--- src/rtl/bsg_axis_packet_echo.sv ---
// Far-end AXI4-Stream echo partner: buffers one fixed-length packet, checks tlast framing,
// then replays it with a registered offset added to every beat.
module bsg_axis_packet_echo #(
   parameter int data_width_p = 32,
   parameter int txn_size_p   = 16
) (
   input  logic                    clk_i,
   input  logic                    reset_i,
   input  logic                    clear_i,
   input  logic [data_width_p-1:0] offset_i,

   input  logic [data_width_p-1:0] s_axis_tdata_i,
   input  logic                    s_axis_tvalid_i,
   input  logic                    s_axis_tlast_i,
   output logic                    s_axis_tready_o,

   output logic [data_width_p-1:0] m_axis_tdata_o,
   output logic                    m_axis_tvalid_o,
   output logic                    m_axis_tlast_o,
   input  logic                    m_axis_tready_i,

   output logic                    err_o,
   output logic [31:0]             pkt_count_o
);

   localparam int cnt_width_lp = $clog2(txn_size_p + 1);
   localparam int idx_width_lp = $clog2(txn_size_p);
   localparam logic [cnt_width_lp-1:0] last_cnt_lp = cnt_width_lp'(txn_size_p - 1);

   typedef enum logic [1:0] {
      eRecv  = 2'd0,
      eDrain = 2'd1,
      eSend  = 2'd2
   } state_e;

   state_e                    state_q, state_d;
   logic [cnt_width_lp-1:0]   cnt_q, cnt_d;
   logic                      err_q, err_d;
   logic [31:0]               pkt_count_q, pkt_count_d;
   logic [data_width_p-1:0]   off_q, off_d;
   logic [data_width_p-1:0]   buf_q [txn_size_p];
   logic [idx_width_lp-1:0]   idx;
   logic                      in_hs, out_hs, wipe;

   assign wipe   = reset_i | clear_i;
   assign in_hs  = s_axis_tvalid_i & s_axis_tready_o;
   assign out_hs = m_axis_tvalid_o & m_axis_tready_i;
   assign idx    = cnt_q[idx_width_lp-1:0];

   always_ff @(posedge clk_i) begin
      if (wipe) begin
         state_q     <= eRecv;
         cnt_q       <= '0;
         err_q       <= 1'b0;
         pkt_count_q <= 32'd0;
      end else begin
         state_q     <= state_d;
         cnt_q       <= cnt_d;
         err_q       <= err_d;
         pkt_count_q <= pkt_count_d;
         off_q       <= off_d;
      end
   end

   // Packet store; contents are deliberately left unreset.
   always_ff @(posedge clk_i) begin
      if (!wipe && (state_q == eRecv) && in_hs) begin
         buf_q[idx] <= s_axis_tdata_i;
      end
   end

   always_comb begin
      state_d     = state_q;
      cnt_d       = cnt_q;
      err_d       = err_q;
      pkt_count_d = pkt_count_q;
      off_d       = off_q;
      case (state_q)
         eRecv: begin
            if (in_hs) begin
               if (cnt_q == last_cnt_lp) begin
                  cnt_d = '0;
                  if (s_axis_tlast_i) begin
                     off_d   = offset_i;
                     state_d = eSend;
                  end else begin
                     err_d   = 1'b1;
                     state_d = eDrain;
                  end
               end else if (s_axis_tlast_i) begin
                  // early last: drop the partial packet and resynchronise
                  err_d = 1'b1;
                  cnt_d = '0;
               end else begin
                  cnt_d = cnt_q + cnt_width_lp'(1);
               end
            end else begin
               cnt_d = cnt_q;
            end
         end
         eDrain: begin
            if (in_hs && s_axis_tlast_i) begin
               cnt_d   = '0;
               state_d = eRecv;
            end else begin
               state_d = eDrain;
            end
         end
         eSend: begin
            if (out_hs) begin
               if (cnt_q == last_cnt_lp) begin
                  cnt_d       = '0;
                  pkt_count_d = pkt_count_q + 32'd1;
                  state_d     = eRecv;
               end else begin
                  cnt_d = cnt_q + cnt_width_lp'(1);
               end
            end else begin
               cnt_d = cnt_q;
            end
         end
         default: begin
            state_d = eRecv;
            cnt_d   = '0;
         end
      endcase
   end

   // Handshake outputs depend on state and registers only.
   always_comb begin
      s_axis_tready_o = 1'b0;
      m_axis_tvalid_o = 1'b0;
      m_axis_tlast_o  = 1'b0;
      case (state_q)
         eRecv:  s_axis_tready_o = 1'b1;
         eDrain: s_axis_tready_o = 1'b1;
         eSend: begin
            m_axis_tvalid_o = 1'b1;
            m_axis_tlast_o  = (cnt_q == last_cnt_lp);
         end
         default: s_axis_tready_o = 1'b0;
      endcase
   end

   assign m_axis_tdata_o = buf_q[idx] + off_q;
   assign err_o          = err_q;
   assign pkt_count_o    = pkt_count_q;

endmodule

--- config.mk ---
export PLATFORM = sky130hd
export DESIGN_NAME = bsg_axis_packet_echo
export DESIGN_NICKNAME = d
export VERILOG_FILES = /design/src/rtl/bsg_axis_packet_echo.sv
export SDC_FILE = /design/constraint.sdc
export NUM_CORES = 1
export LEC_CHECK = 0
export CAP_MARGIN = 25
export CELL_PAD_IN_SITES_DETAIL_PLACEMENT = 1
export CELL_PAD_IN_SITES_GLOBAL_PLACEMENT = 1
export CORE_MARGIN = 10
export CORE_UTILIZATION = 40
export CTS_BUF_LIST = sky130_fd_sc_hd__clkbuf_4 sky130_fd_sc_hd__clkbuf_8
export DETAILED_ROUTE_END_ITERATION = 7
export PLACE_DENSITY_LB_ADDON = 0.3
export SKIP_LAST_GASP = 1
export SYNTH_ARGS = -nofsm -noshare
export SYNTH_HDL_FRONTEND = slang
export SYNTH_SLANG_ARGS = --single-unit
export TNS_END_PERCENT = 10
--- constraint.sdc ---
create_clock -name clk_i -period 8.4 [get_ports clk_i]
set_input_delay 1.68 -clock clk_i [delete_from_list [all_inputs] [get_ports clk_i]]
set_output_delay 1.68 -clock clk_i [all_outputs]
set_load 0.02 [all_outputs]
==> results.cfg, run 1 <==
[status]
status = finished clean

[sta]
setup_tns_ns = 0
fmax_mhz = 130
finalMaxSlewViolations = 0
tightest_slew_ns = 1.05
fin_crit_ns = 7.68
slew_headroom = 0.296
finalClockSkew_ns = 0.0490
setup_viol_count_final = 0
min_period_over_period = 0.914
hold_viol = 0
rsz0062_at_grt = false

[clock_network]
h-tree-depth = 3
cts_tree = done
cts_hold_buf = 0
clkLatencyLatePin_ns = 0.71
cts-buffers-inserted = 99
cts_setup_buffers = 0
cts_buffer_depth = 3
clk_pin_slew_worst_paths_ns = 0.06
cts.sinks = 588
cts-root-buf = clkbuf_8
ctsResizeCount = 0

[logic_synthesis]
syn_avg_cell_area_um2 = 19.3
netlist_instances = 1238
netlist_area_um2 = 23900
synth_seq_cells = 588
synthDominantCellAreaShare = 0.685
ys_seq_area_frac = 0.722
yosysMostFrequentCell = edfxtp_1
async_flop_share = 0
ys.flop_type = edfxtp_1
netlist_top_cells_area = edfxtp_1, mux4_2, dfxtp_1
synthesis.nets = 1347
synth-edff-count = 544
yosysUniqueCellTypes = 55
synth_top_area_cell = edfxtp_1
synthTopCellsByCount = edfxtp_1, mux4_2, nor2_1
synth_warnings = 0

[layout]
n_fill_cell = 5485
multi_input_area_um2 = 6420
num-nets-final = 1559
syn_to_final_growth_pct = 18.3
seq_area_um2 = 17200
drive_above_1_share = 0.237
fin_util = 0.478

[global_routing]
grt_first_pass_wirelength_um = 91500
grt_usage = 0.176
first_global_vias = 13500
grt_start_max_net_pins = 59
grt_antenna_before_repair = 3
grt_overflow = 0

[pwr]
netSwitchingFraction = 0.218
powerDensity_nw_per_um2 = 210
pwr-share-clk = 0.417
intPower_mw = 4.63
leakage_nw = 8.83
peakVddDrop_mv = 0.119
power_frac_comb = 0.041
seqPwrFrac = 0.542
p_sw_mw = 1.29

[setup_path]
worstReg2RegStart = state_q[1]
end_kind = output pin
worst-endpoint-required_ns = 6.72
crit_type = register to output pin
arrival_ns = 6.00
worst-path-max-fanout = 37
start_kind = register

[floorplan]
core-area_um2 = 59000
fp.dieW_um = 264
initial_core_util = 0.404
die_area_um2 = 69800
rows = 89
ios = 138
die_h_um = 264

[hold_path]
worstHoldStart = err_o
hold_class = register to register

[detailed_routing]
drt-wirelength-per-cell_um = 27.2
drc = 0
vias = 12800
firstDrtPassIters = 4
first_iter_violations = 1118
wirelength_um = 62500
drtAntennaViolNets = 0
vias_per_cell = 5.56

[place]
port_buffers = 137
dp_hpwl_um = 37000
globalplace.congestion = 0.850

[job]
max_cap_viol_count = 0
## final timing paths
path	endpoint	slack, ns	cells past startpoint
setup / recovery	m_axis_tdata_o[31]	0.72	11
setup reg to reg	buf_q[11][14]	5.19	5
hold reg to reg	err_o	0.48	2
hold / removal	err_o	0.48	2
## cell usage in the layout (no fill, tap or decap), drive strengths merged, types with 32 or more instances in the layout
cell type      count
clkdlybuf4s50    137
mux4             159
nor2              59
clkinv            40
clkbuf           126
xor2              32
dfxtp             44
nand2             41
a21oi             47
ha                38
edfxtp           544
## through the flow
step                instance area (µm²)  worst slack (ns)  cells  power (mW)  hold slack, ns
finish                            28200             0.721   2298        5.92           0.480
detailed placement                26300              1.38   2122        3.51           0.473
global placement                  26300              1.48   2122        3.51           0.461
CTS                               28200             0.607   2296        5.98           0.483
floorplan                         23900              2.09   1238        3.38           0.454
global route                      28200             0.243   2297        6.13           0.522
## area by class of cell
type	instances	area share
multi-input cells	573	0.227
well taps	773	0.0343
diodes	2	0.000177
inverters	23	0.00306
repair buffers	165	0.0578
clock buffers	126	0.0557
clock inverters	48	0.0110
flip-flops and latches	588	0.610
## worst max-delay path: stages, from the launching register on
cell and delay (ns):
dfxtp_4 0.88, buf_12 0.36, mux4_2 0.54, mux4_2 0.47, ha_1 0.41, o21a_1 0.18
o211ai_1 0.15, or3_1 0.40, a211oi_1 0.43, a41oi_1 0.46, xnor2_1 0.33, clkdlybuf4s50_1 0.66
## logic make-up after synthesis
logic type               after synthesis  synth area share
AND/OR/NAND/NOR                      188            0.0391
XOR/XNOR                              60            0.0220
multiplexers                         161             0.151
buffers and inverters                 77            0.0133
AO/OA/AOI/OAI                        125            0.0325
adder cells (fa/ha/maj)               39            0.0208
flip-flops                           588             0.722
## power groups by stage
stage	clock network (mW)	logic (mW)	registers, mW
after global routing	2.66	0.263	3.21
after detailed placement	0	0.245	3.27
after CTS	2.53	0.246	3.21
final	2.47	0.243	3.21
after global placement	0	0.239	3.27
after floorplan	0	0.117	3.27
## registers in the layout (all words and copies together), names as in the netlist, named ones only
signal	count
state_q	2
pkt_count_o	32
cnt_q	5
err_o	1
off_q	32
buf_q	512
## per-layer routing
metal / GRT usage / wire (µm) / part of all wire / vias up
met5: 0 / 13 / 0.00021 / -
met4: 0.0480 / 1240 / 0.020 / 2
met3: 0.0356 / 3660 / 0.058 / 97
met2: 0.292 / 31000 / 0.50 / 425
met1: 0.233 / 26600 / 0.43 / 6752
li1: - / - / - / 5495
(Power assumes the default switching activity.)
==> run 2: changes to the inputs <==
- CORE_UTILIZATION: 40 -> 25
==> run 2 against run 1 <==
  * Worst hold slack got worse by 0.0021 ns
  * Sequential cell count stayed put
  * First-iteration DRC count shrank 19%
  * Final cell count up 22%
  * Clock skew decreased by 0.0046 ns
  * Via count is 1.2% lower
  * Critical path depth down 1
  * Setup slack lost 0.16 ns
  * Largest power group unchanged
==> results.cfg, run 2 (synthesis gave the netlist of run 1 again) <==
[place]
port_buffers = 137
dp_hpwl_um = 38000
place_ws_ns = 1.17
globalplace.congestion = 0.797
placedInstanceArea_um2 = 26900

[setup_path]
rr_worst_depth = 4
arrival_ns = 6.16
worst-path-max-fanout = 40
worst-endpoint-required_ns = 6.72
end_kind = output pin
start_kind = register
r2r-end = buf_q[5][30]
worstReg2RegStart = state_q[1]
regToRegSetupSlack_ns = 5.03
crit_type = register to output pin

[clock_network]
cts_setup_buffers = 0
cts_tree = done
cts_hold_buf = 0
cts-buffers-inserted = 102
clk_pin_slew_worst_paths_ns = 0.06
clkLatencyLatePin_ns = 0.72
ctsResizeCount = 0
cts_buffer_depth = 3
h-tree-depth = 3
cts-root-buf = clkbuf_8
cts.sinks = 588

[layout]
largest_reg_flops = 512
final_area_um2 = 29100
fin_util = 0.306
layout_commonest_cell = edfxtp_1
syn_to_final_growth_pct = 21.8
top_register = buf_q
n_fill_cell = 9674
multi_input_area_um2 = 6420
num-nets-final = 1563
drive_above_1_share = 0.247
seq_area_um2 = 17200
layout_common_cells = edfxtp_1, mux4_2, clkdlybuf4s50_1, clkbuf_8, nor2_1

[detailed_routing]
drtAntennaViolNets = 0
vias_per_cell = 4.50
vias = 12600
drc = 0
drt-wirelength-per-cell_um = 23.3
wirelength_um = 65300
first_iter_violations = 911
firstDrtPassIters = 4

[sta]
finalMaxSlewViolations = 0
min_period_over_period = 0.934
finalClockSkew_ns = 0.0444
slew_headroom = 0.376
rsz0062_at_grt = false
holdWs_ns = 0.478
hold_viol = 0
fin_crit_ns = 7.84
setup_tns_ns = 0
worst_slack_ns = 0.559
tightest_slew_ns = 0.936
setup_viol_count_final = 0
fmax_mhz = 128

[floorplan]
ios = 138
fp.dieW_um = 329
core-area_um2 = 94900
rows = 113
die_h_um = 329
die_area_um2 = 108000
initial_core_util = 0.252

[pwr]
peakVddDrop_mv = 0.114
leakage_nw = 8.95
powerDensity_nw_per_um2 = 211

[global_routing]
grt_start_max_net_pins = 55
grt_antenna_before_repair = 6
grt_overflow = 0
grt_usage = 0.119
first_global_vias = 14000
grt_first_pass_wirelength_um = 94600

[hold_path]
worstHoldStart = err_o
whs_path_depth = 2
hold_class = register to register
hold_path_end = err_o

[job]
max_cap_viol_count = 0

[status]
status = finished clean
run 2: cell count changes in the layout (fill, tap and decap cells not counted), sizes merged:
cell	change
diode	-1
clkinvlp	+1
bufinv	+2
clkbuf	+11
inv	-2
buf	+1
run 2: layout make-up:
class,count,share of cell area
Multi-Input combinational cell,573,0.221
Clock inverter,49,0.0148
Antenna cell,1,0.0000861
Inverter,23,0.00297
Clock buffer,137,0.0573
Sequential cell,588,0.593
Tap cell,1265,0.0544
Timing Repair Buffer,166,0.0571
run 2: per-layer routing:
metal / wire, µm / global-route usage
met1: 29000 / 0.155
met4: 1470 / 0.0354
met3: 3670 / 0.0303
met2: 31200 / 0.192
met5: 31 / 0
run 2: report_power, final:
part | internal, mW | total, mW | switching [mW]
logic | 0.109 | 0.242 | 0.133
registers | 3.20 | 3.21 | 0.00561
clock network | 1.46 | 2.69 | 1.23
run 2: stage by stage:
stage | instances | total power, mW
final | 2802 | 6.14
after global routing | 2802 | 6.39
after CTS | 2799 | 6.25
after detailed placement | 2613 | 3.51
after global placement | 2613 | 3.51
after floorplan | 1238 | 3.38
run 2: worst max-delay path by stage:
stage	from	end	slack, ns	cells past startpoint
after floorplan	clear_i	buf_q[0][0]	2.09	5
after global placement	register	m_axis_tdata_o[31]	1.19	12
after detailed placement	register	m_axis_tdata_o[31]	1.17	12
after CTS	register	m_axis_tdata_o[31]	0.32	12
after global routing	register	m_axis_tdata_o[31]	0.14	10
final	register	m_axis_tdata_o[31]	0.56	10
run 2: worst max-delay path: stages (launching register included):
cell,delay [ns]
dfxtp_4,0.89
buf_4,0.40
mux4_2,0.55
mux4_2,0.49
ha_1,0.43
nand4_1,0.18
or3_1,0.46
a211oi_1,0.42
a41oi_1,0.46
xnor2_1,0.35
clkdlybuf4s50_1,0.73
